<file path="config.mk">
export PLATFORM = sky130hd
export DESIGN_NAME = mbp_update_gen
export DESIGN_NICKNAME = d
export VERILOG_FILES = /design/src/rtl/mbp_update_gen_pkg.sv /design/src/rtl/mbp_update_gen_store.sv /design/src/rtl/mbp_update_gen.sv
export SDC_FILE = /design/constraint.sdc
export NUM_CORES = 1
export LEC_CHECK = 0
export BUFFER_PORTS_ARGS = -buffer_cell sky130_fd_sc_hd__buf_2
export CORE_MARGIN = 4
export CORE_UTILIZATION = 47
export CTS_CLUSTER_SIZE = 16
export DETAILED_ROUTE_END_ITERATION = 10
export PLACE_DENSITY = 0.62
export SLEW_MARGIN = 40
export SYNTH_ARGS = -nofsm -noshare
export SYNTH_HDL_FRONTEND = slang
export SYNTH_SLANG_ARGS = --single-unit
export TNS_END_PERCENT = 50
</file>
<file path="constraint.sdc">
create_clock -name clk_i -period 11.2 [get_ports clk_i]
set_clock_uncertainty 0.05 [all_clocks]
set_input_delay 1.68 -clock clk_i [delete_from_list [all_inputs] [get_ports clk_i]]
set_output_delay 1.68 -clock clk_i [all_outputs]
set_load 0.03 [all_outputs]
</file>
<file path="src/rtl/mbp_update_gen_pkg.sv">
// Shared configuration and predictor-facing types for the branch update generator.
// The core config is derived from a user-level description by build_config.
package mbp_update_gen_pkg;

    typedef struct packed {
        int unsigned VLEN;
        int unsigned GbpEntries;
        int unsigned LbpEntries;
    } cva6_user_cfg_t;

    typedef struct packed {
        int unsigned VLEN;
        int unsigned GIdxBits;
        int unsigned LIdxBits;
    } cva6_cfg_t;

    localparam cva6_user_cfg_t cva6_cfg = '{VLEN: 32, GbpEntries: 256, LbpEntries: 256};

    function automatic cva6_cfg_t build_config(input cva6_user_cfg_t userCfg);
        cva6_cfg_t cfg;
        cfg.VLEN     = userCfg.VLEN;
        cfg.GIdxBits = $clog2(userCfg.GbpEntries);
        cfg.LIdxBits = $clog2(userCfg.LbpEntries);
        return cfg;
    endfunction

    localparam cva6_cfg_t   DefaultCfg = build_config(cva6_cfg);
    localparam int unsigned MbpVlen    = DefaultCfg.VLEN;
    localparam int unsigned GIdxW      = DefaultCfg.GIdxBits;
    localparam int unsigned LIdxW      = DefaultCfg.LIdxBits;

    typedef struct packed {
        logic [GIdxW-1:0] gindex;
        logic             gbp_valid;
        logic             gbp_taken;
        logic [LIdxW-1:0] lindex;
        logic             lbp_valid;
        logic             lbp_taken;
    } bp_metadata_t;

    typedef struct packed {
        logic               valid;
        logic [MbpVlen-1:0] pc;
        logic               taken;
        bp_metadata_t       metadata;
    } bht_update_t;

endpackage

</file>
<file path="src/rtl/mbp_update_gen_store.sv">
// Entry storage for in-flight branches: one write port, one asynchronous read port.
// Contents are intentionally not reset; validity is tracked by the owner's occupancy count.
module mbp_update_gen_store
    import mbp_update_gen_pkg::*;
#(
    parameter int unsigned DEPTH = 8,
    parameter type         entry_t = logic,
    localparam int unsigned PtrW = $clog2(DEPTH)
) (
    input  logic            clk_i,
    input  logic            we_i,
    input  logic [PtrW-1:0] waddr_i,
    input  entry_t          wdata_i,
    input  logic [PtrW-1:0] raddr_i,
    output entry_t          rdata_o
);

    entry_t mem_q [DEPTH];

    always_ff @(posedge clk_i) begin
        if (we_i) begin
            mem_q[waddr_i] <= wdata_i;
        end
    end

    assign rdata_o = mem_q[raddr_i];

endmodule

</file>
<file path="src/rtl/mbp_update_gen.sv">
// Queues branch predictions in issue order and, as branches resolve in order,
// emits one-cycle-delayed predictor updates plus misprediction pulses and count.
module mbp_update_gen
    import mbp_update_gen_pkg::*;
#(
    parameter cva6_cfg_t   CVA6Cfg       = mbp_update_gen_pkg::build_config(mbp_update_gen_pkg::cva6_cfg),
    parameter type         bht_update_t  = mbp_update_gen_pkg::bht_update_t,
    parameter type         bp_metadata_t = mbp_update_gen_pkg::bp_metadata_t,
    parameter int unsigned DEPTH         = 8
) (
    input  logic                    clk_i,
    input  logic                    rst_ni,
    input  logic                    flush_i,
    input  logic                    debug_mode_i,
    input  logic                    push_valid_i,
    input  logic [CVA6Cfg.VLEN-1:0] push_pc_i,
    input  logic                    push_taken_i,
    input  bp_metadata_t            push_meta_i,
    output logic                    push_ready_o,
    input  logic                    resolve_valid_i,
    input  logic                    resolve_taken_i,
    output bht_update_t             bht_update_o,
    output logic                    mispredict_o,
    output logic                    resolve_err_o,
    output logic [31:0]             mispredict_cnt_o
);

    localparam int unsigned PtrW = $clog2(DEPTH);
    localparam int unsigned CntW = PtrW + 1;

    typedef struct packed {
        logic [CVA6Cfg.VLEN-1:0] pc;
        logic                    taken;
        bp_metadata_t            meta;
    } entry_t;

    logic [PtrW-1:0] wrPtr_q, wrPtr_d;
    logic [PtrW-1:0] rdPtr_q, rdPtr_d;
    logic [CntW-1:0] count_q, count_d;
    bht_update_t     update_q, update_d;
    logic            mispredict_q, mispredict_d;
    logic            resolveErr_q, resolveErr_d;
    logic [31:0]     misCnt_q, misCnt_d;

    logic   full, empty, pushEn, popEn;
    entry_t wrEntry, rdEntry;

    // Readiness comes from registered occupancy only, so a full queue never
    // accepts a push even when a pop happens in the same cycle.
    assign full         = (count_q == CntW'(DEPTH));
    assign empty        = (count_q == '0);
    assign push_ready_o = !full;
    assign pushEn       = push_valid_i && !full && !flush_i;
    assign popEn        = resolve_valid_i && !empty && !flush_i;

    assign wrEntry.pc    = push_pc_i;
    assign wrEntry.taken = push_taken_i;
    assign wrEntry.meta  = push_meta_i;

    mbp_update_gen_store #(
        .DEPTH   (DEPTH),
        .entry_t (entry_t)
    ) i_store (
        .clk_i   (clk_i),
        .we_i    (pushEn),
        .waddr_i (wrPtr_q),
        .wdata_i (wrEntry),
        .raddr_i (rdPtr_q),
        .rdata_o (rdEntry)
    );

    always_comb begin
        wrPtr_d = wrPtr_q;
        rdPtr_d = rdPtr_q;
        count_d = count_q;
        if (flush_i) begin
            wrPtr_d = '0;
            rdPtr_d = '0;
            count_d = '0;
        end else begin
            if (pushEn) begin
                wrPtr_d = wrPtr_q + PtrW'(1);
            end
            if (popEn) begin
                rdPtr_d = rdPtr_q + PtrW'(1);
            end
            unique case ({pushEn, popEn})
                2'b10:   count_d = count_q + CntW'(1);
                2'b01:   count_d = count_q - CntW'(1);
                default: count_d = count_q;
            endcase
        end
    end

    // Debug mode still consumes the entry but hides it from the predictor.
    always_comb begin
        update_d          = '0;
        update_d.valid    = popEn && !debug_mode_i;
        update_d.pc       = rdEntry.pc;
        update_d.taken    = resolve_taken_i;
        update_d.metadata = rdEntry.meta;
        mispredict_d      = popEn && !debug_mode_i && (resolve_taken_i != rdEntry.taken);
        resolveErr_d      = resolve_valid_i && empty && !flush_i;
        misCnt_d          = misCnt_q;
        if (mispredict_d && (misCnt_q != 32'hFFFF_FFFF)) begin
            misCnt_d = misCnt_q + 32'd1;
        end
    end

    always_ff @(posedge clk_i or negedge rst_ni) begin
        if (!rst_ni) begin
            wrPtr_q      <= '0;
            rdPtr_q      <= '0;
            count_q      <= '0;
            update_q     <= '0;
            mispredict_q <= 1'b0;
            resolveErr_q <= 1'b0;
            misCnt_q     <= '0;
        end else begin
            wrPtr_q      <= wrPtr_d;
            rdPtr_q      <= rdPtr_d;
            count_q      <= count_d;
            update_q     <= update_d;
            mispredict_q <= mispredict_d;
            resolveErr_q <= resolveErr_d;
            misCnt_q     <= misCnt_d;
        end
    end

    assign bht_update_o     = update_q;
    assign mispredict_o     = mispredict_q;
    assign resolve_err_o    = resolveErr_q;
    assign mispredict_cnt_o = misCnt_q;

endmodule

</file>
==> results.py, run 1 <==
metrics = {
    "hold_path": {
        "min_path_type": "register to register",
        "min_from": "mispredict_cnt_o[29]",
        "worst_hold_path.endpoint": "mispredict_cnt_o[29]",
        "worstHoldPathCells": 1,
    },
    "sta": {
        "rsz0062_at_grt": "no",
        "layout_setup_ws_ns": 7.51,
        "fmax_mhz": 271,
        "finalHoldViolations": 0,
        "totalNegativeSetupSlack_ns": 0,
        "drv_slew": 0,
        "max_slew.worst_pin.slew_ns": 0.729,
        "max_slew_margin": 0.514,
        "final_min_period_over_clock_period": 0.330,
        "setup_viol_count_final": 0,
        "fin_crit_ns": 3.69,
    },
    "synth": {
        "warnings_from_yosys": 0,
        "syn-num-nets": 962,
        "syn_area_um2": 19500,
        "synth-seq-area-share": 0.777,
        "synth_top_flop_cell": "edfxtp_1",
        "yosys.cell_count.top_type": "edfxtp_1",
        "yosys-top-cells-area": "edfxtp_1 65%, dfrtp_1 13%, mux4_2 12%",
        "synth.lib_cells_used.distinct": 46,
        "synthesis.instances": 897,
        "synth.top_cells.by_count": "424 x edfxtp_1, 106 x mux4_2, 98 x dfrtp_1",
        "yosys_register_bits": 522,
        "syn_area_per_cell_um2": 21.8,
        "synth-edff-count": 424,
        "netlist.area_leader.share": 0.652,
        "synth_top_cell_by_area": "edfxtp_1",
        "synth_async_sr_flop_share": 0.188,
    },
    "critical_path": {
        "ff2ff_path_depth": 5,
        "timing_worst_setup_path_type": "register to output port",
        "regToRegStartpoint": "count_q[1]",
        "cp.required_ns": 9.47,
        "critical_path_peak_fanout": 9,
        "arrival_time_reported_for_the_critical_path_endpoint_ns": 1.96,
        "worst_setup_path_startpoint": "count_q[1]",
        "r2r-end": "i_store.mem_q[2][42]",
        "crit_path_start_kind": "register",
        "ff2ff_setup_slack_ns": 8.13,
        "kind_of_end_point_of_the_critical_path": "output port",
    },
    "floorplan": {
        "starting_utilization_of_the_core_area": 0.477,
        "io_pins": 149,
        "core-area_um2": 40900,
        "fp.dieArea_um2": 44900,
        "die_x_um": 212,
        "floorplan.die.height_um": 212,
        "rows": 74,
    },
    "outcome": {
        "result_of_the_run": "completed",
    },
    "power": {
        "switching_share": 0.256,
        "internal_power_mw": 3.66,
        "vdd.ir_drop.worst_v": 0.000151,
        "clock_power_share": 0.355,
        "power-per-cell-area_nw_per_um2": 216,
        "switchingPower_mw": 1.26,
        "power.sequential.fraction": 0.470,
        "total_leakage_power_nw": 7.78,
        "power_frac_comb": 0.174,
    },
    "cts": {
        "post-cts-setup-buffer-count": 0,
        "htree_levels": 2,
        "clk_pin_slew_worst_paths_ns": 0.06,
        "cts_buffers": 53,
        "clock_path_buffers": 3,
        "post_cts_resize_count": 0,
        "cts_num_sinks": 522,
        "cts_root_buf": "clkbuf_16",
        "clock_latency_on_the_worst_skew_pair_ns": 0.58,
        "cts_hold_repair.buffers": 0,
        "cts_tree": "built",
    },
    "place": {
        "detailedPlace.worstSlack_ns": 7.09,
        "place.detailed.hpwl_um": 20700,
        "port-buffer-count": 148,
        "globalplace.congestion": 0.752,
    },
    "global_route": {
        "number_of_global_route_vias_before_repair": 9622,
        "grt_use_total": 0.171,
        "use_met3": 0.0359,
        "gr-usage-met1": 0.246,
        "grt_antenna_before_repair": 5,
        "grt.busiest_layer": "met2",
        "groute.layer.met2.usage": 0.273,
        "grt.overflow.total": 0,
        "grt_pass1_wl_um": 58400,
        "grt_start_max_net_pins": 56,
    },
    "cells_and_area": {
        "fillers": 3124,
        "drive_above_1_share": 0.383,
        "area_added_between_synthesis_and_finish_pct": 16.7,
        "nets": 1146,
    },
    "drt": {
        "drt.antenna.violating_nets": 0,
        "post_drt_wl_per_cell_um": 22.9,
        "via_total_after_detailed_routing": 9126,
        "vias_per_cell": 5.50,
        "firstDrtPassIters": 4,
        "drcViolationCount": 0,
        "totalWireLength_um": 38000,
        "drt_iter0_drc": 746,
    },
    "run": {
        "max-cap-violations": 0,
    },
}
[per-stage QoR]
stage                     utilization  instance area, µm²  hold slack [ns]  total power [mW]  std cells
after floorplan                     -               19500            0.496              2.98        897
after global placement          0.512               20900            0.427              3.22       1554
final                           0.557               22800            0.446              4.92       1658
after CTS                       0.556               22800            0.447              4.99       1655
after global routing            0.557               22800            0.462              5.14       1658
after detailed placement        0.513               21000            0.439              3.23       1556
[per-layer routing]
layer  wire [µm]  up-vias
li1            -     4033
met1       16700     4797
met5          57        -
met3        2120       64
met2       18400      224
met4         683        8
[cell usage in the layout (no fill, tap or decap), types with 2 or more instances in the layout]
master and instances:
edfxtp_1 424, and4_1 5, clkbuf_16 53, nand4_1 18, dfrtp_1 95, nor2_4 6, xor2_1 4, nand2_1 17
a21oi_1 4, clkinv_2 12, inv_6 2, nand4b_1 3, nor2_1 17, or3_1 2, clkbuf_8 11, a31oi_1 2
clkbuf_1 13, mux2_2 52, buf_6 7, buf_12 4, nand3_1 19, o21ai_0 2, ha_1 5, nor3_1 5
or2_2 2, nor3_2 2, xnor2_1 34, bufinv_16 4, nand2b_1 3, dfrtp_4 3, buf_2 147, mux4_2 106
and3_1 8, clkinvlp_4 4, buf_4 10
[kinds of logic after synthesis]
family / share of synthesized area
compound gates: 0.00679
simple gates: 0.0314
flops: 0.777
fa+ha+maj: 0.00320
mux: 0.155
buf+inv: 0.00992
xor+xnor: 0.0170
[worst max-delay path, stage by stage, from the launching register on]
cell	delay (ns)
dfrtp_1	0.48
or4b_1	0.67
buf_2	0.24
[power by group through the flow]
stage	combinational, mW	sequential (mW)	clock [mW]
3_3_place_gp	0.857	2.37	0
3_5_place_dp	0.863	2.37	0
6_report	0.858	2.32	1.75
4_1_cts	0.868	2.33	1.80
5_1_grt	0.927	2.33	1.89
2_1_floorplan	0.514	2.47	0
[cell type report]
type | count | area (µm²) | share of cell area
antenna | 1 | 2.50 | 0.000110
timing repair buffer | 168 | 970 | 0.0425
clock inverter | 22 | 228 | 0.00998
multi-input combinational | 335 | 4220 | 0.185
sequential | 522 | 15200 | 0.666
inverter | 1 | 3.75 | 0.000165
tap | 532 | 666 | 0.0292
clock buffer | 77 | 1530 | 0.0669
[sequential cells by signal, summed over array words and instances (netlist names)]
| name | count |
|---|---|
| resolve_err_o | 1 |
| wrPtr_q | 3 |
| mispredict_cnt_o | 32 |
| count_q | 4 |
| i_store.mem_q | 424 |
| mispredict_o | 1 |
| bht_update_o | 54 |
| rdPtr_q | 3 |
[how the worst max path moves through the flow]
stage,cells past startpoint,slack (ns),endpoint
after global routing,2,7.41,push_ready_o
after detailed placement,5,7.09,i_store.mem_q[2][35]
after floorplan,3,4.85,i_store.mem_q[0][0]
after global placement,5,7.15,i_store.mem_q[2][30]
final,2,7.51,push_ready_o
after CTS,2,7.47,push_ready_o
Power figures use the tool's default switching activity.
==> run 2: changes to the inputs <==
--- a/config.mk
+++ b/config.mk
@@ -10,7 +10,7 @@
 export CORE_UTILIZATION = 47
 export CTS_CLUSTER_SIZE = 16
 export DETAILED_ROUTE_END_ITERATION = 10
-export PLACE_DENSITY = 0.62
+export PLACE_DENSITY = 0.64
 export SLEW_MARGIN = 40
 export SYNTH_ARGS = -nofsm -noshare
 export SYNTH_HDL_FRONTEND = slang
==> constraint.sdc (replaced) <==
create_clock -name clk_i -period 3 [get_ports clk_i]
set_clock_uncertainty 0.05 [all_clocks]
set_input_delay 0.45 -clock clk_i [delete_from_list [all_inputs] [get_ports clk_i]]
set_output_delay 0.45 -clock clk_i [all_outputs]
set_load 0.03 [all_outputs]
==> results.py, run 2 (synthesized netlist as in run 1, its figures left out) <==
metrics = {
    "cells_and_area": {
        "largest_register_ffs": 424,
        "area_added_between_synthesis_and_finish_pct": 17.9,
        "layout.cells.most_common_list": "424 x edfxtp_1, 147 x buf_2, 106 x mux4_2",
        "fillers": 3121,
        "final_design_area_no_fill_um2": 23000,
        "multiInputGateArea_um2": 4240,
        "max_flop_register": "i_store.mem_q",
        "mostFrequentLayoutCell": "edfxtp_1",
        "seq_area_um2": 15200,
        "nets": 1150,
        "drive_above_1_share": 0.389,
    },
    "power": {
        "internal_power_mw": 14.0,
        "power_frac_comb": 0.177,
        "power.sequential.fraction": 0.458,
        "clock_power_share": 0.364,
        "total_leakage_power_nw": 7.87,
        "power-per-cell-area_nw_per_um2": 813,
        "switchingPower_mw": 4.78,
        "switching_share": 0.255,
        "vdd.ir_drop.worst_v": 0.000611,
    },
    "outcome": {
        "result_of_the_run": "completed",
    },
    "drt": {
        "totalWireLength_um": 38200,
        "post_drt_wl_per_cell_um": 22.9,
        "top_signal_layer_used": "met5",
        "drcViolationCount": 0,
        "firstDrtPassIters": 5,
        "via_total_after_detailed_routing": 9170,
        "drt.antenna.violating_nets": 0,
        "drt-met1-wl_um": 17500,
        "met2_wire_length_um": 17900,
        "met3WireLength_um": 2000,
        "vias_per_cell": 5.51,
        "drt_iter0_drc": 717,
    },
    "floorplan": {
        "io_pins": 149,
        "floorplan.die.height_um": 212,
        "starting_utilization_of_the_core_area": 0.477,
        "rows": 74,
        "core-area_um2": 40900,
        "die_x_um": 212,
        "fp.dieArea_um2": 44900,
    },
    "sta": {
        "max_slew_margin": 0.477,
        "fin_crit_ns": 2.63,
        "setup_viol_count_final": 0,
        "max_slew.worst_pin.slew_ns": 0.784,
        "layout_setup_ws_ns": 0.374,
        "final_min_period_over_clock_period": 0.875,
        "drv_slew": 0,
        "finalHoldViolations": 0,
        "fmax_mhz": 381,
        "rsz0062_at_grt": "no",
        "hold_ws_ns": 0.0814,
    },
    "hold_path": {
        "min_path_type": "primary input to register",
    },
    "place": {
        "dpl-instance-area_um2": 21200,
        "globalplace.congestion": 0.813,
        "detailedPlace.worstSlack_ns": 0.374,
        "place.detailed.hpwl_um": 20700,
        "port-buffer-count": 148,
    },
    "run": {
        "max-cap-violations": 0,
    },
    "critical_path": {
        "crit_path_cell_trace": "or4b_1, a21o_1, nor2_1, ha_1, a31oi_1, o21ai_0, o22ai_1, xnor2_1, nor2_1",
        "crit_path_top_delay_cell": "or4b_1",
        "kind_of_end_point_of_the_critical_path": "register",
        "timing_worst_setup_path_type": "register to register",
        "crit_path_start_kind": "register",
        "cp.required_ns": 3.41,
        "critical_path_peak_fanout": 7,
        "critical_path.n_buffers_inverters": 0,
        "timing.critical_path.mode_cell": "nor2_1",
        "critPathTopFamily": "simple AND/OR/NAND/NOR gates",
        "cpPeakStageDelay_ns": 0.57,
        "arrival_time_reported_for_the_critical_path_endpoint_ns": 3.03,
    },
    "cts": {
        "cts_buffers": 52,
        "post_cts_resize_count": 0,
        "cts_num_sinks": 522,
        "htree_levels": 2,
        "cts_root_buf": "clkbuf_16",
        "clk_pin_slew_worst_paths_ns": 0.06,
        "clock_latency_on_the_worst_skew_pair_ns": 0.58,
        "clock_path_buffers": 3,
        "cts_tree": "built",
    },
    "global_route": {
        "grt_start_max_net_pins": 72,
        "grt_pass1_wl_um": 58700,
        "grt_antenna_before_repair": 8,
        "number_of_global_route_vias_before_repair": 9551,
        "grt.overflow.total": 0,
        "grt_use_total": 0.172,
    },
}
[run 2: cell types whose count changed in the layout (fill, tap and decap cells not counted), moves of 3 or more]
cell,change
buf_12,+8
buf_6,-4
bufinv_16,+4
clkbuf_1,-7
clkbuf_8,-3
clkinv_2,+3
dlygate4sd3_1,+3
[run 2: repair_timing]
item                                   4_1_cts  5_1_grt
buffers inserted                             0        0
endpoints found under the hold margin       29        0
hold buffers                                 3        0
[run 2: layer usage]
metal | track usage | up-vias
li1 | - | 4039
met1 | 0.256 | 4846
met2 | 0.263 | 207
met3 | 0.0360 | 66
met4 | 0.0435 | 12
met5 | 0 | -
[run 2: path summary, 6_finish.rpt]
path	start	endpoint	slack, ns	depth (start not counted)
max	count_q[0]	count_q[3]	0.37	9
min	push_meta_i[3]	i_store.mem_q[2][3]	0.08	1
min in group asynchronous	rst_ni	bht_update_o[51]	0.34	2
min reg2reg	mispredict_cnt_o[6]	mispredict_cnt_o[6]	0.44	1
max reg2reg	count_q[0]	count_q[3]	0.37	9
max in group asynchronous	rst_ni	bht_update_o[28]	1.74	3
[run 2: cell type report]
class	instances	share of cell area
multi-input combinational	335	0.184
tap	532	0.0289
antenna	3	0.000326
clock buffer	67	0.0633
inverter	1	0.000163
sequential	522	0.659
timing repair buffer	173	0.0477
clock inverter	31	0.0161
[run 2: power groups by stage]
stage | logic, mW | clock network, mW | registers (mW)
floorplan | 1.94 | 0 | 9.20
global placement | 3.37 | 0 | 8.73
detailed placement | 3.38 | 0 | 8.74
CTS | 3.40 | 6.99 | 8.60
global route | 3.59 | 7.30 | 8.64
finish | 3.32 | 6.83 | 8.59
[run 2: worst reg2reg max path, stage by stage (launching register included)]
cell and delay (ns):
dfrtp_1 0.46, or4b_1 0.57, a21o_1 0.25, nor2_1 0.18, ha_1 0.30, a31oi_1 0.22
o21ai_0 0.11, o22ai_1 0.17, xnor2_1 0.14, nor2_1 0.05
[run 2: per-stage QoR]
stage	power (mW)	cells	TNS, ns	utilization
floorplan	11.1	897	-7.23	-
finish	18.7	1664	0	0.563
detailed placement	12.1	1560	0	0.517
global placement	12.1	1560	0	0.517
global route	19.5	1661	0	0.563
CTS	19.0	1661	0	0.563
==> run 3: changes to the inputs <==
--- a/config.mk
+++ b/config.mk
@@ -10,7 +10,7 @@
 export CORE_UTILIZATION = 47
 export CTS_CLUSTER_SIZE = 16
 export DETAILED_ROUTE_END_ITERATION = 10
-export PLACE_DENSITY = 0.64
+export PLACE_DENSITY = 0.62
 export SLEW_MARGIN = 40
 export SYNTH_ARGS = -nofsm -noshare
 export SYNTH_HDL_FRONTEND = slang
==> constraint.sdc (replaced) <==
create_clock -name clk_i -period 3.25 [get_ports clk_i]
set_clock_uncertainty 0.05 [all_clocks]
set_input_delay 0.4875 -clock clk_i [delete_from_list [all_inputs] [get_ports clk_i]]
set_output_delay 0.4875 -clock clk_i [all_outputs]
set_load 0.03 [all_outputs]
==> results.py, run 3 (synthesized netlist as in run 1, its figures left out) <==
metrics = {
    "outcome": {
        "result_of_the_run": "completed",
    },
    "cts": {
        "clock_latency_on_the_worst_skew_pair_ns": 0.58,
        "cts_buffers": 53,
        "cts_num_sinks": 522,
        "cts_root_buf": "clkbuf_16",
        "clk_pin_slew_worst_paths_ns": 0.06,
        "htree_levels": 2,
        "cts_tree": "built",
        "clock_path_buffers": 3,
    },
    "power": {
        "power-per-cell-area_nw_per_um2": 740,
        "power.sequential.fraction": 0.466,
        "internal_power_mw": 12.7,
        "clock_power_share": 0.356,
        "power_frac_comb": 0.178,
        "switching_share": 0.254,
        "switchingPower_mw": 4.32,
        "vdd.ir_drop.worst_v": 0.000594,
        "total_leakage_power_nw": 7.83,
    },
    "sta": {
        "max_slew.worst_pin.slew_ns": 0.726,
        "drv_slew": 0,
        "fin_crit_ns": 2.83,
        "setup_viol_count_final": 0,
        "totalNegativeSetupSlack_ns": 0,
        "finalHoldViolations": 0,
        "fmax_mhz": 354,
        "max_slew_margin": 0.515,
        "rsz0062_at_grt": "no",
        "final_min_period_over_clock_period": 0.870,
    },
    "critical_path": {
        "ff2ff_path_depth": 9,
        "timing.critical_path.mode_cell": "nor2_1",
        "critical_path_peak_fanout": 9,
        "cp.required_ns": 3.66,
        "crit_path_start_kind": "register",
        "arrival_time_reported_for_the_critical_path_endpoint_ns": 3.23,
        "worst_setup_path_startpoint": "count_q[1]",
        "kind_of_end_point_of_the_critical_path": "register",
        "crit_path_cell_trace": "or4b_1, a21o_1, nor2_1, ha_1, a31oi_1, o21ai_0, o22ai_1, xnor2_1, nor2_1",
        "crit_path_top_delay_cell": "or4b_1",
        "timing_worst_setup_path_type": "register to register",
        "regToRegStartpoint": "count_q[1]",
        "cpPeakStageDelay_ns": 0.67,
    },
    "cells_and_area": {
        "area_added_between_synthesis_and_finish_pct": 17.6,
        "layout.cells.most_common_list": "424 x edfxtp_1, 147 x buf_2, 106 x mux4_2",
        "largest_register_ffs": 424,
        "mostFrequentLayoutCell": "edfxtp_1",
        "max_flop_register": "i_store.mem_q",
        "nets": 1152,
        "drive_above_1_share": 0.377,
        "final-instance-count-excl-fill": 1666,
    },
    "drt": {
        "drt.antenna.violating_nets": 0,
        "post_drt_wl_per_cell_um": 22.7,
        "totalWireLength_um": 37800,
        "firstDrtPassIters": 5,
        "via_total_after_detailed_routing": 9112,
        "drt_iter0_drc": 610,
        "drcViolationCount": 0,
        "vias_per_cell": 5.47,
    },
    "hold_path": {
        "worstHoldPathCells": 2,
        "min_from": "debug_mode_i",
        "min_path_type": "primary input to register",
    },
    "run": {
        "max-cap-violations": 0,
    },
    "place": {
        "place.detailed.hpwl_um": 20700,
        "port-buffer-count": 148,
        "globalplace.congestion": 0.740,
        "place.detailed.instances": 1562,
    },
    "global_route": {
        "number_of_global_route_vias_before_repair": 9683,
        "grt_pass1_wl_um": 58500,
        "grt.overflow.total": 0,
        "grt_start_max_net_pins": 106,
        "grt_use_total": 0.171,
        "grt_antenna_before_repair": 8,
    },
    "floorplan": {
        "fp.dieArea_um2": 44900,
        "floorplan.die.height_um": 212,
        "rows": 74,
        "die_x_um": 212,
        "io_pins": 149,
        "starting_utilization_of_the_core_area": 0.477,
        "core-area_um2": 40900,
    },
}
[run 3: worst max-delay path: cells and delay by family, from the launching register on]
family	cells	cell delay [ns]
adders and majority gates	1	0.30
xor gates and xnor gates	1	0.14
AOI/OAI and AO/OA	4	0.83
and+or+nand+nor	3	0.91
DFF	1	0.48
[run 3: metal layers]
metal  global-route usage  vias to the layer above  routed length (µm)
li1                     -                     4045                   -
met1                0.250                     4786               17200
met2                0.269                      212               17800
met3               0.0375                       59                2010
met4               0.0420                       10                 691
met5                    0                        -                  69
[run 3: what timing repair did]
item                      CTS  global route
gates resized for setup     0             0
hold buffers                2             0
setup buffers               0             0
hold endpoints to repair   42             0
[run 3: power by group through the flow]
stage | combinational, mW | clock, mW | sequential (mW)
after floorplan | 1.77 | 0 | 8.49
after global placement | 3.08 | 0 | 8.04
after detailed placement | 3.09 | 0 | 8.06
after CTS | 3.10 | 6.22 | 7.93
after global routing | 3.27 | 6.52 | 7.96
final | 3.02 | 6.05 | 7.92
[run 3: final cells by class]
cell class,instances,area [µm²]
diodes,2,5.00
inverters,1,3.75
clock buffers,78,1510
clock inverters,22,239
well taps,532,666
fillers,3115,18000
flip-flops and latches,522,15200
repair buffers,174,1120
multi-input cells,335,4230
[run 3: worst paths after layout]
path                                   endpoint  slack, ns
setup / recovery                     count_q[3]       0.42
hold / removal                 bht_update_o[53]       0.04
setup reg to reg                     count_q[3]       0.42
hold reg to reg            mispredict_cnt_o[10]       0.43
max in group asynchronous      bht_update_o[25]       1.90
min in group asynchronous      bht_update_o[45]       0.45
[run 3: stage by stage]
step	util	setup slack, ns	hold slack, ns	power, mW	area [µm²]
floorplan	-	-0.840	0.142	10.3	19600
global placement	0.517	0.501	0.427	11.1	21100
detailed placement	0.518	0.477	0.433	11.1	21200
CTS	0.561	0.445	0.0121	17.3	23000
global route	0.561	0.273	0.0323	17.7	23000
finish	0.561	0.423	0.0393	17.0	23000
